`src/rtl/ctrl_pkg.sv`:
```
// Shared definitions for the hardwired sequencer: state codes, opcodes, IR field positions.
// Latency: n/a (declarations only).
// Backpressure: n/a.
package ctrl_pkg;

    // Cycles the sequencer waits for MFC before declaring a memory fault.
    localparam int MEM_TIMEOUT = 15;
    localparam int CNT_W       = 4;

    // IR field bit positions
    localparam int OP_MSB  = 15;
    localparam int OP_LSB  = 12;
    localparam int RD_MSB  = 11;
    localparam int RD_LSB  = 10;
    localparam int RS_MSB  = 9;
    localparam int RS_LSB  = 8;
    localparam int IMM_BIT = 7;

    // Opcodes with op[3]=1; op[3]=0 is the ALU group.
    localparam logic [3:0] OP_MOV   = 4'b1000;
    localparam logic [3:0] OP_MOVI  = 4'b1001;
    localparam logic [3:0] OP_LOAD  = 4'b1010;
    localparam logic [3:0] OP_STORE = 4'b1011;
    localparam logic [3:0] OP_IN    = 4'b1100;
    localparam logic [3:0] OP_OUT   = 4'b1101;
    localparam logic [3:0] OP_NOP   = 4'b1110;
    localparam logic [3:0] OP_HALT  = 4'b1111;

    // Sequencer states
    typedef logic [4:0] state_t;
    localparam state_t ST_IDLE = 5'd0;
    localparam state_t ST_F0   = 5'd1;
    localparam state_t ST_F1   = 5'd2;
    localparam state_t ST_F2   = 5'd3;
    localparam state_t ST_DEC  = 5'd4;
    localparam state_t ST_A0   = 5'd5;
    localparam state_t ST_A1   = 5'd6;
    localparam state_t ST_A2   = 5'd7;
    localparam state_t ST_A3   = 5'd8;
    localparam state_t ST_MOV  = 5'd9;
    localparam state_t ST_MOVI = 5'd10;
    localparam state_t ST_L0   = 5'd11;
    localparam state_t ST_L1   = 5'd12;
    localparam state_t ST_L2   = 5'd13;
    localparam state_t ST_S0   = 5'd14;
    localparam state_t ST_S1   = 5'd15;
    localparam state_t ST_S2   = 5'd16;
    localparam state_t ST_I0   = 5'd17;
    localparam state_t ST_I1   = 5'd18;
    localparam state_t ST_OUT  = 5'd19;
    localparam state_t ST_NOP  = 5'd20;
    localparam state_t ST_HALT = 5'd21;

    typedef enum logic [3:0] {
        CLS_ALU,
        CLS_MOV,
        CLS_MOVI,
        CLS_LOAD,
        CLS_STORE,
        CLS_IN,
        CLS_OUT,
        CLS_NOP,
        CLS_HALT
    } instr_cls_t;

    typedef struct packed {
        instr_cls_t cls;
        logic [3:0] rd_oh;
        logic [3:0] rs_oh;
        logic       imm;
    } dec_t;

    function automatic logic [3:0] onehot4(input logic [1:0] idx);
        return 4'b0001 << idx;
    endfunction

endpackage

```
`src/rtl/control_unit_if.sv`:
```
// Control bundle between the sequencer and the datapath (strobes out, ir/MFC/run back).
// Latency: n/a (wires only).
// Backpressure: none; MFC is the only completion signal, all strobes are single-cycle levels.
interface control_unit_if;
    // datapath/system -> sequencer
    logic        run;
    logic [15:0] ir;
    logic        MFC;
    // sequencer -> datapath
    logic        PCOutEn, PCInc, MARin, memEN, memRW;
    logic        MDRwriteEN, MDRreadEN, MDRout, IREN;
    logic        ALUin0, ALUin1, ALUOutLatch, ALUOutEn, ALUImmOut, MOVImmOut;
    logic        p0Latch, p0Out, p1Latch, p1Out;
    logic [3:0]  rLatch, rOut;
    logic        halted, fault;

    modport master (
        input  run, ir, MFC,
        output PCOutEn, PCInc, MARin, memEN, memRW,
        output MDRwriteEN, MDRreadEN, MDRout, IREN,
        output ALUin0, ALUin1, ALUOutLatch, ALUOutEn, ALUImmOut, MOVImmOut,
        output p0Latch, p0Out, p1Latch, p1Out,
        output rLatch, rOut, halted, fault
    );

    modport slave (
        output run, ir, MFC,
        input  PCOutEn, PCInc, MARin, memEN, memRW,
        input  MDRwriteEN, MDRreadEN, MDRout, IREN,
        input  ALUin0, ALUin1, ALUOutLatch, ALUOutEn, ALUImmOut, MOVImmOut,
        input  p0Latch, p0Out, p1Latch, p1Out,
        input  rLatch, rOut, halted, fault
    );
endinterface

```
`src/rtl/instr_decoder.sv`:
```
// Instruction decoder: IR upper bits -> instruction class, Rd/Rs one-hot, immediate flag.
// Latency: combinational. Ports: ir_hi = ir[15:7] in, dec out.
// Backpressure: none. The low IR bits carry the immediate and never affect sequencing.
module instr_decoder
    import ctrl_pkg::*;
(
    input  logic [15:7] ir_hi,
    output dec_t        dec
);

    logic [3:0] op;

    always_comb begin
        op        = ir_hi[OP_MSB:OP_LSB];
        dec.rd_oh = onehot4(ir_hi[RD_MSB:RD_LSB]);
        dec.rs_oh = onehot4(ir_hi[RS_MSB:RS_LSB]);
        dec.imm   = ir_hi[IMM_BIT];
        dec.cls   = CLS_ALU;
        // op[3]=0 is the whole ALU group; the ALU decodes ir[14:12] itself.
        if (op[3]) begin
            case (op)
                OP_MOV:   dec.cls = CLS_MOV;
                OP_MOVI:  dec.cls = CLS_MOVI;
                OP_LOAD:  dec.cls = CLS_LOAD;
                OP_STORE: dec.cls = CLS_STORE;
                OP_IN:    dec.cls = CLS_IN;
                OP_OUT:   dec.cls = CLS_OUT;
                OP_NOP:   dec.cls = CLS_NOP;
                default:  dec.cls = CLS_HALT;
            endcase
        end
    end

endmodule

```
`src/rtl/control_unit.sv`:
```
// Hardwired sequencer: fetch/decode/execute FSM driving every datapath strobe, one micro-step per clock.
// Latency: outputs combinational from state, ir and MFC. Ports: clk, rst (async high), cu (master bundle).
// Backpressure: memory wait states hold until MFC; 15 cycles without MFC sets sticky fault and halts.
module control_unit
    import ctrl_pkg::*;
(
    input  logic           clk,
    input  logic           rst,
    control_unit_if.master cu
);

    state_t           state_q, state_d;
    logic [CNT_W-1:0] cnt_q, cnt_d;
    logic             fault_q, fault_d;
    logic             mem_wait;
    logic             timeout;
    dec_t             dec;

    instr_decoder u_dec (
        .ir_hi (cu.ir[15:7]),
        .dec   (dec)
    );

    // Counter is zero whenever not waiting, so it is cleared on every wait entry.
    assign mem_wait = (state_q == ST_F1) || (state_q == ST_L1) || (state_q == ST_S2);
    assign timeout  = mem_wait && !cu.MFC && (cnt_q == CNT_W'(MEM_TIMEOUT - 1));

    always_comb begin
        state_d = state_q;
        fault_d = fault_q | timeout;
        cnt_d   = mem_wait ? cnt_q + 1'b1 : '0;
        case (state_q)
            ST_IDLE: if (cu.run) state_d = ST_F0;
            ST_F0:   state_d = ST_F1;
            ST_F1: begin
                if (cu.MFC)     state_d = ST_F2;
                else if (timeout) state_d = ST_HALT;
            end
            ST_F2:   state_d = ST_DEC;
            ST_DEC: begin
                case (dec.cls)
                    CLS_ALU:   state_d = ST_A0;
                    CLS_MOV:   state_d = ST_MOV;
                    CLS_MOVI:  state_d = ST_MOVI;
                    CLS_LOAD:  state_d = ST_L0;
                    CLS_STORE: state_d = ST_S0;
                    CLS_IN:    state_d = ST_I0;
                    CLS_OUT:   state_d = ST_OUT;
                    CLS_NOP:   state_d = ST_NOP;
                    default:   state_d = ST_HALT;
                endcase
            end
            ST_A0:   state_d = ST_A1;
            ST_A1:   state_d = ST_A2;
            ST_A2:   state_d = ST_A3;
            ST_L0:   state_d = ST_L1;
            ST_L1: begin
                if (cu.MFC)     state_d = ST_L2;
                else if (timeout) state_d = ST_HALT;
            end
            ST_S0:   state_d = ST_S1;
            ST_S1:   state_d = ST_S2;
            ST_S2: begin
                if (cu.MFC)     state_d = ST_F0;
                else if (timeout) state_d = ST_HALT;
            end
            ST_I0:   state_d = ST_I1;
            ST_A3, ST_MOV, ST_MOVI, ST_L2, ST_I1, ST_OUT, ST_NOP:
                     state_d = ST_F0;
            ST_HALT: state_d = ST_HALT;
            default: state_d = ST_IDLE;
        endcase
    end

    always_ff @(posedge clk or posedge rst) begin
        if (rst) begin
            state_q <= ST_IDLE;
            cnt_q   <= '0;
            fault_q <= 1'b0;
        end else begin
            state_q <= state_d;
            cnt_q   <= cnt_d;
            fault_q <= fault_d;
        end
    end

    // Output decode. Each state enables at most one bus driver.
    always_comb begin
        cu.PCOutEn     = 1'b0;
        cu.PCInc       = 1'b0;
        cu.MARin       = 1'b0;
        cu.memEN       = 1'b0;
        cu.memRW       = 1'b0;
        cu.MDRwriteEN  = 1'b0;
        cu.MDRreadEN   = 1'b0;
        cu.MDRout      = 1'b0;
        cu.IREN        = 1'b0;
        cu.ALUin0      = 1'b0;
        cu.ALUin1      = 1'b0;
        cu.ALUOutLatch = 1'b0;
        cu.ALUOutEn    = 1'b0;
        cu.ALUImmOut   = 1'b0;
        cu.MOVImmOut   = 1'b0;
        cu.p0Latch     = 1'b0;
        cu.p0Out       = 1'b0;
        cu.p1Latch     = 1'b0;
        cu.p1Out       = 1'b0;
        cu.rLatch      = 4'b0000;
        cu.rOut        = 4'b0000;
        case (state_q)
            ST_F0:   begin cu.PCOutEn = 1'b1; cu.MARin = 1'b1; end
            ST_F1:   begin cu.memEN = 1'b1; cu.MDRreadEN = cu.MFC; end
            ST_F2:   begin cu.MDRout = 1'b1; cu.IREN = 1'b1; cu.PCInc = 1'b1; end
            ST_A0:   begin cu.rOut = dec.rd_oh; cu.ALUin0 = 1'b1; end
            ST_A1: begin
                if (dec.imm) cu.ALUImmOut = 1'b1;
                else         cu.rOut      = dec.rs_oh;
                cu.ALUin1 = 1'b1;
            end
            ST_A2:   cu.ALUOutLatch = 1'b1;
            ST_A3:   begin cu.ALUOutEn = 1'b1; cu.rLatch = dec.rd_oh; end
            ST_MOV:  begin cu.rOut = dec.rs_oh; cu.rLatch = dec.rd_oh; end
            ST_MOVI: begin cu.MOVImmOut = 1'b1; cu.rLatch = dec.rd_oh; end
            ST_L0:   begin cu.rOut = dec.rs_oh; cu.MARin = 1'b1; end
            ST_L1:   begin cu.memEN = 1'b1; cu.MDRreadEN = cu.MFC; end
            ST_L2:   begin cu.MDRout = 1'b1; cu.rLatch = dec.rd_oh; end
            ST_S0:   begin cu.rOut = dec.rs_oh; cu.MARin = 1'b1; end
            ST_S1:   begin cu.rOut = dec.rd_oh; cu.MDRwriteEN = 1'b1; end
            ST_S2:   begin cu.memEN = 1'b1; cu.memRW = 1'b1; end
            ST_I0:   cu.p1Latch = 1'b1;
            ST_I1:   begin cu.p1Out = 1'b1; cu.rLatch = dec.rd_oh; end
            ST_OUT:  begin cu.rOut = dec.rd_oh; cu.p0Latch = 1'b1; end
            default: ;
        endcase
    end

    assign cu.halted = (state_q == ST_HALT);
    assign cu.fault  = fault_q;

endmodule

```
`src/flat_wrapper.sv`:
```
// flat-port wrapper written by rule: the top's interface ports become plain ports
module control_unit_flat import ctrl_pkg::*;
  (clk, rst, cu_run, cu_ir, cu_MFC, cu_PCOutEn, cu_PCInc, cu_MARin, cu_memEN, cu_memRW, cu_MDRwriteEN, cu_MDRreadEN, cu_MDRout, cu_IREN, cu_ALUin0, cu_ALUin1, cu_ALUOutLatch, cu_ALUOutEn, cu_ALUImmOut, cu_MOVImmOut, cu_p0Latch, cu_p0Out, cu_p1Latch, cu_p1Out, cu_rLatch, cu_rOut, cu_halted, cu_fault);
  control_unit_if cu_i ();
  input  logic clk;
  input  logic rst;
  input wire logic [$bits(cu_i.run)-1:0] cu_run;
  input wire logic [$bits(cu_i.ir)-1:0] cu_ir;
  input wire logic [$bits(cu_i.MFC)-1:0] cu_MFC;
  output wire logic [$bits(cu_i.PCOutEn)-1:0] cu_PCOutEn;
  output wire logic [$bits(cu_i.PCInc)-1:0] cu_PCInc;
  output wire logic [$bits(cu_i.MARin)-1:0] cu_MARin;
  output wire logic [$bits(cu_i.memEN)-1:0] cu_memEN;
  output wire logic [$bits(cu_i.memRW)-1:0] cu_memRW;
  output wire logic [$bits(cu_i.MDRwriteEN)-1:0] cu_MDRwriteEN;
  output wire logic [$bits(cu_i.MDRreadEN)-1:0] cu_MDRreadEN;
  output wire logic [$bits(cu_i.MDRout)-1:0] cu_MDRout;
  output wire logic [$bits(cu_i.IREN)-1:0] cu_IREN;
  output wire logic [$bits(cu_i.ALUin0)-1:0] cu_ALUin0;
  output wire logic [$bits(cu_i.ALUin1)-1:0] cu_ALUin1;
  output wire logic [$bits(cu_i.ALUOutLatch)-1:0] cu_ALUOutLatch;
  output wire logic [$bits(cu_i.ALUOutEn)-1:0] cu_ALUOutEn;
  output wire logic [$bits(cu_i.ALUImmOut)-1:0] cu_ALUImmOut;
  output wire logic [$bits(cu_i.MOVImmOut)-1:0] cu_MOVImmOut;
  output wire logic [$bits(cu_i.p0Latch)-1:0] cu_p0Latch;
  output wire logic [$bits(cu_i.p0Out)-1:0] cu_p0Out;
  output wire logic [$bits(cu_i.p1Latch)-1:0] cu_p1Latch;
  output wire logic [$bits(cu_i.p1Out)-1:0] cu_p1Out;
  output wire logic [$bits(cu_i.rLatch)-1:0] cu_rLatch;
  output wire logic [$bits(cu_i.rOut)-1:0] cu_rOut;
  output wire logic [$bits(cu_i.halted)-1:0] cu_halted;
  output wire logic [$bits(cu_i.fault)-1:0] cu_fault;
  assign cu_i.run = cu_run;
  assign cu_i.ir = cu_ir;
  assign cu_i.MFC = cu_MFC;
  assign cu_PCOutEn = cu_i.PCOutEn;
  assign cu_PCInc = cu_i.PCInc;
  assign cu_MARin = cu_i.MARin;
  assign cu_memEN = cu_i.memEN;
  assign cu_memRW = cu_i.memRW;
  assign cu_MDRwriteEN = cu_i.MDRwriteEN;
  assign cu_MDRreadEN = cu_i.MDRreadEN;
  assign cu_MDRout = cu_i.MDRout;
  assign cu_IREN = cu_i.IREN;
  assign cu_ALUin0 = cu_i.ALUin0;
  assign cu_ALUin1 = cu_i.ALUin1;
  assign cu_ALUOutLatch = cu_i.ALUOutLatch;
  assign cu_ALUOutEn = cu_i.ALUOutEn;
  assign cu_ALUImmOut = cu_i.ALUImmOut;
  assign cu_MOVImmOut = cu_i.MOVImmOut;
  assign cu_p0Latch = cu_i.p0Latch;
  assign cu_p0Out = cu_i.p0Out;
  assign cu_p1Latch = cu_i.p1Latch;
  assign cu_p1Out = cu_i.p1Out;
  assign cu_rLatch = cu_i.rLatch;
  assign cu_rOut = cu_i.rOut;
  assign cu_halted = cu_i.halted;
  assign cu_fault = cu_i.fault;
  control_unit u_core (.clk(clk), .rst(rst), .cu(cu_i));
endmodule
```
`config.mk`:
```
export PLATFORM = sky130hd
export DESIGN_NAME = control_unit_flat
export DESIGN_NICKNAME = d
export VERILOG_FILES = /design/src/rtl/ctrl_pkg.sv /design/src/rtl/control_unit_if.sv /design/src/rtl/instr_decoder.sv /design/src/rtl/control_unit.sv /design/src/flat_wrapper.sv
export SDC_FILE = /design/constraint.sdc
export NUM_CORES = 1
export LEC_CHECK = 0
export ABC_AREA = 1
export CORE_MARGIN = 3
export CORE_UTILIZATION = 45
export DETAILED_ROUTE_END_ITERATION = 7
export HOLD_SLACK_MARGIN = 0.03
export PLACE_DENSITY_LB_ADDON = 0.12
export SLEW_MARGIN = 20
export SYNTH_ARGS = -nofsm -noshare
export SYNTH_HDL_FRONTEND = slang
export SYNTH_SLANG_ARGS = --single-unit
```
`constraint.sdc`:
```
create_clock -name clk -period 2.3 [get_ports clk]
set_input_delay 0.345 -clock clk [delete_from_list [all_inputs] [get_ports clk]]
set_output_delay 0.345 -clock clk [all_outputs]
set_load 0.005 [all_outputs]
```
**Word-level counts from Yosys, hierarchy flattened**

Memory sizes are Yosys's and may differ from the RTL's.
Cells that the tools add are included.

- ROM bits: 40
- Output and inout port bits: 29
- Register bits: 10
- Input port bits: 20
- Memories kept: 1
- Logic and storage cells: 83
- Latch bits: 0
- Bits in writable memories: 0

- $mul: 0
- Bitwise operators: 1
- Equal/unequal tests: 30
- Shifts and indexed selects: 2
- $add $sub $neg: 1
- $lt $le $gt $ge: 0
- Multiplexer cells: 31
- Divide/modulo/power cells: 0
- Reductions and logical operators: 14

Memory list:

| memory | depth | width | read ports | clocked after memory_dff | write ports | line | RTL |
|---|---|---|---|---|---|---|---|
| (no name shown) | 8 | 5 | 1 | 0 | 0 | control_unit.sv:41 | `case (dec.cls)` |

Operators with widths:

| kind | number |
|---|---|
| 5-bit one-hot mux with 16 select lines | 1 |
| 5-bit by 4-bit equality test with 1-bit output, second input constant | 8 |
| 4-bit equality test, second input constant | 8 |
| 5-bit equality test, second input constant | 6 |
| 5-bit two-way mux | 6 |
| 4-bit one-hot mux with 7 select lines | 1 |
| 5-bit by 3-bit equality test with 1-bit output, second input constant | 4 |
| 1-bit two-way mux | 18 |
| 4-bit two-way mux | 4 |
| 4-bit one-hot mux with 3 select lines | 1 |
| 3-bit OR reduction | 4 |
| 5-bit by 2-bit equality test with 1-bit output, second input constant | 2 |
| 1-bit by 2-bit left shift with 4-bit output, first input constant | 2 |
| 7-bit OR reduction | 1 |
| 5-bit by 1-bit equality test with 1-bit output, second input constant | 1 |
| 5-bit logical NOT | 1 |
| 5-bit OR reduction | 1 |
| 4-bit by 1-bit adder with 4-bit output, second input constant | 1 |
| 2-bit OR reduction | 2 |
| 1-bit logical AND | 2 |
| 1-bit logical OR | 2 |
| 2-bit inequality test, second input constant | 1 |
| 1-bit logical NOT | 1 |
| 1-bit OR | 1 |

**Depth between registers and ports, before layout**

- Word-level depth: 8
- Depth in mapped cells: 9
- Mapped depth without buffers: 9

**Cells and area by module**

From an unflattened synthesis, not the netlist that was laid out.

- Cell total of the unflattened synthesis: 202
- Area, all modules: 1141.1 um^2

By module, submodules not included:

| module | cells each | area each (um^2) | instances |
|---|---|---|---|
| control_unit | 174 | 1026.0 | 1 |
| instr_decoder | 28 | 115.1 | 1 |

**Worst setup path before layout**

Ideal clock, no wire load.

- Path kind: input-to-reg
- Start: input cu_ir[15]
- End: register u_core.state_q[2]
- Arrival: 1383 ps
- Buffers on the path: 1
- Setup time: 129 ps
- Cell stages on the path: 8
- Setup slack: 788 ps
- Required time: 2171 ps
- Cells stage by stage: clkbuf_2 -> inv_1 -> or2_2 -> ha_1 -> nand2_1 -> nand3_1 -> a21oi_1 -> nand2_1

- Longest elaborated chain between the ends: 6

RTL lines:

| item | line | RTL |
|---|---|---|
| start: declaration | flat_wrapper.sv:8 | `input wire logic [$bits(cu_i.ir)-1:0] cu_ir;` |
| 4-bit equality test | instr_decoder.sv:21 | `case (op)` |
| 4-bit one-hot mux with 7 select lines | instr_decoder.sv:21 |  |
| 4-bit two-way mux (*) | instr_decoder.sv:20 | `if (op[3]) begin` |
| memory 8 x 5 bit | -- |  |
| 5-bit two-way mux (*) | control_unit.sv:41 |  |
| 5-bit one-hot mux with 16 select lines (*) | control_unit.sv:32 | `case (state_q)` |
| end signal: assignment | control_unit.sv:81 | `state_q <= state_d;` |
| end: declaration | control_unit.sv:12 | `state_t state_q, state_d;` |

Mark *: on every way between the ends. The rest lies on a longest branch, timed or not.
A chain may end at the register's enable or synchronous reset.

**Worst setup path in the final report**

- Start: register u_core.state_q[2]
- End: output cu_rOut[0]

- Longest elaborated chain between the ends: 3

RTL lines:

| item | line | RTL |
|---|---|---|
| 5-bit by 3-bit equality test with 1-bit output, or another cell as far along | control_unit.sv:110 | `case (state_q)` |
| 3-bit OR reduction (no source line) | -- |  |
| 4-bit one-hot mux with 3 select lines (*) | control_unit.sv:110 |  |
| end: declaration | flat_wrapper.sv:30 | `output wire logic [$bits(cu_i.rOut)-1:0] cu_rOut;` |

Marked as above.

==> metrics.yaml <==
clkSinkCount: 10
fin_area_sq_mm: 0.00176
comb_power_share_pct: 73.3
routed_wl_mm: 3.53
syn_to_final_growth_pct: 59.3
clock_path_buffers: 2
switchingPower_w: 0.000783
cts-root-buf: "clkbuf_4"
totalNegativeSetupSlack_ns: 0
track_usage_pct: 20.8
whs_ns: 0.357
rsz0062_at_grt: "yes"
synth_cell_types: 31
via_per_inst: 5.24
overflow: 0
die_area_sq_mm: 0.00308
dieWidth_microns: 55.5
power_density_mw_per_mm2: 933
vias: 1400
p_seq_share_pct: 19.9
place_area_sq_mm: 0.00153
multiInputGateArea_sq_um: 722
syn_inst: 181
grt_pass1_vias: 1226
synth-seq-cells: 10
syn-num-nets: 205
yosys_warnings: 0
final_layout_size_suffix_gt1_share_pct: 25.1
max_stage_delay_ns: 0.47
leakagePower_nw: 1.06
cp.arrival_ns: 1.92
cp_max_fo: 6
hold_viol: 0
critical_path_required_ns: 1.96
clk_latency_ns: 0.26
h-tree-depth: 1
drv_cap: 0
port_buffers: 40
antenna_found_initial: 0
numCtsBuffers: 3
slowest_stage: "dfrtp_2"
clkTransAtPathRegs_ns: 0.06
core-area_sq_mm: 0.00228
seqCellArea_sq_um: 256
finalSetupViolations: 0
wl_per_cell_microns: 13.2
yosysSeqAreaShare_pct: 22.7
period_minus_slack_ns: 2.27
fin_worst_skew_ns: 0.00361
worstPathCellList: "inv_4 -> nand2_2 -> nor3_4 -> nor2_2 -> nand2_2 -> buf_4 -> buf_4 -> nand3_1 -> o21ai_1 -> dlygate4sd2_1"
fp-row-count: 17
p_int_w: 0.000856
antenna-diode-count: 0
drc: 0
synth_top_area_cell: "dfrtp_1"
dp_hpwl_mm: 2.45
synthTopCellsByArea: "dfrtp_1 23%, nand2_1 15%, inv_1 13%, nand3_1 9.5%, nor2_1 5.4%"
ios: 49
crit_type: "flip-flop to output pin"
cts_tree: "done"
synth_top_cell_area_share_pct: 22.7
ir_drop_mv: 0.704
netlist_area_sq_mm: 0.00110
gp_congestion: 0.854
finalCritPeriodShare_pct: 98.5
start_kind: "flip-flop"
crit_path_end_kind: "output pin"
switching_share_pct: 47.8
fin_util_pct: 77.2
slew_viol_final: 0
fmax_mhz: 441
firstDrtPassIters: 4
synth_area_per_cell_sq_um: 6.10
grt_max_degree: 11
clkPwrFrac_pct: 6.8
drt-initial-drc-count: 50
initial_utilization_pct: 48.5
grt_pass1_wl_mm: 5.34
fin_nets: 265
chipHeight_microns: 55.5
hold_class: "primary input to async pin"
fillers: 175
ant_nets: 0
status: "finished, final reports clean"
==> Yosys cell counts <==
cell type and n:
a21oi_1 5, nor2_4 2, xor2_1 2, nand2_1 44, nor3_2 2, nor4_1 1
buf_6 1, o211ai_2 1, nand3_4 1, dfrtp_1 10, nand2_2 1, ha_1 4
conb_1 1, nand3_1 21, nor2_1 16, o211ai_1 1, clkbuf_2 1, nor3_1 6
or2_2 1, buf_4 2, o21ai_2 1, inv_2 3, nand4_1 1, nor2_2 3
a31oi_1 2, o21ai_0 2, clkinv_1 1, inv_1 38, o21ai_1 3, nand3_2 2
o311ai_0 2
==> cell families (layout without fill, tap and decap cells) <==
logic type               count (synthesis)  in the layout  synth area share (%)
AO/OA/AOI/OAI                           17             17                  9.86
XOR/XNOR                                 2              2                  1.59
adder cells (fa/ha/maj)                  4              4                  4.54
buffers and inverters                   46            104                  17.1
flip-flops                              10             10                  22.7
other                                    1              1                 0.340
AND/OR/NAND/NOR                        101            101                  43.9
==> critical path, delay by kind of cell, from the launching register on <==
family / cells / cell delay (ns)
buffers and inverters: 4 / 0.57
flip-flops: 1 / 0.47
AO/OA/AOI/OAI: 1 / 0.08
AND/OR/NAND/NOR: 5 / 0.54
==> through the flow <==
step / setup WS, ns / total power, W / std cells
after floorplan: 0.788 / 0.000861 / 181
final: 0.0337 / 0.00164 / 267
after global placement: 0.0857 / 0.00120 / 248
after CTS: 0.00728 / 0.00146 / 260
after global routing: -0.0955 / 0.00179 / 267
after detailed placement: -0.00998 / 0.00123 / 248
==> final cells by class <==
| class | instances | area share (%) |
|---|---|---|
| multi-input combinational | 125 | 41.1 |
| timing repair buffer | 59 | 31.7 |
| sequential | 10 | 14.6 |
| inverter | 42 | 9.39 |
| tap | 28 | 1.99 |
| clock buffer | 3 | 1.28 |
==> sequential cells by signal, summed over array words and instances, names as in the netlist <==
name	flops
u_core.cnt_q	4
u_core.cu.fault	1
u_core.state_q	5
==> power groups by stage <==
stage	combinational (W)	clock (W)	sequential (W)
after floorplan	0.000572	0	0.000289
after global placement	0.000897	0	0.000305
after detailed placement	0.000915	0	0.000310
after CTS	0.00103	0.000119	0.000309
after global routing	0.00133	0.000129	0.000331
final	0.00120	0.000111	0.000326
==> what timing repair did <==
| item | 4_1_cts | 5_1_grt |
|---|---|---|
| setup buffers | 9 | 7 |
| hold buffers | 0 | 0 |
| endpoints found under the setup margin | 9 | 9 |
| cloned | 0 | 0 |
| pin swaps | 1 | 4 |
| gates resized for setup | 19 | 18 |
==> routing by layer <==
layer  track usage (%)  wire length, microns  vias to the layer above
li1                  -                     -                      684
met1              25.9                  1430                      640
met2              35.5                  1790                       64
met3              3.27                   215                       12
met4              7.99                    94                        0
met5                 0                     0                        -
==> cell usage in the layout, fill, tap and decap left out, drive strengths merged <==
| cell | Yosys | final |
|---|---|---|
| nand2 | 45 | 45 |
| inv | 41 | 41 |
| clkdlybuf4s50 | 0 | 29 |
| nand3 | 24 | 24 |
| nor2 | 21 | 21 |
| buf | 3 | 19 |
| dfrtp | 10 | 10 |
| nor3 | 8 | 8 |
| dlygate4sd2 | 0 | 7 |
| o21ai | 6 | 6 |
| a21oi | 5 | 5 |
| ha | 4 | 4 |
| dlymetal6s2s | 0 | 4 |
| clkbuf | 1 | 3 |
| a31oi | 2 | 2 |
| o311ai | 2 | 2 |
| xor2 | 2 | 2 |
| o211ai | 2 | 2 |
| clkinv | 1 | 1 |
| nand4 | 1 | 1 |
| nor4 | 1 | 1 |
| or2 | 1 | 1 |
| conb | 1 | 1 |
==> path summary, 6_finish.rpt <==
path,depth (start not counted),slack [ns],start,to
min in group clk,2,0.47,u_core.cu.fault,u_core.cu.fault
worst max-delay path,10,0.03,u_core.state_q[2],cu_rOut[0]
worst min register to register,2,0.47,u_core.cu.fault,u_core.cu.fault
max in group asynchronous,2,1.65,rst,u_core.state_q[0]
worst max register to register,10,0.53,u_core.state_q[1],u_core.state_q[4]
worst min-delay path,2,0.36,rst,u_core.cu.fault
Power figures use the tool's default switching activity.
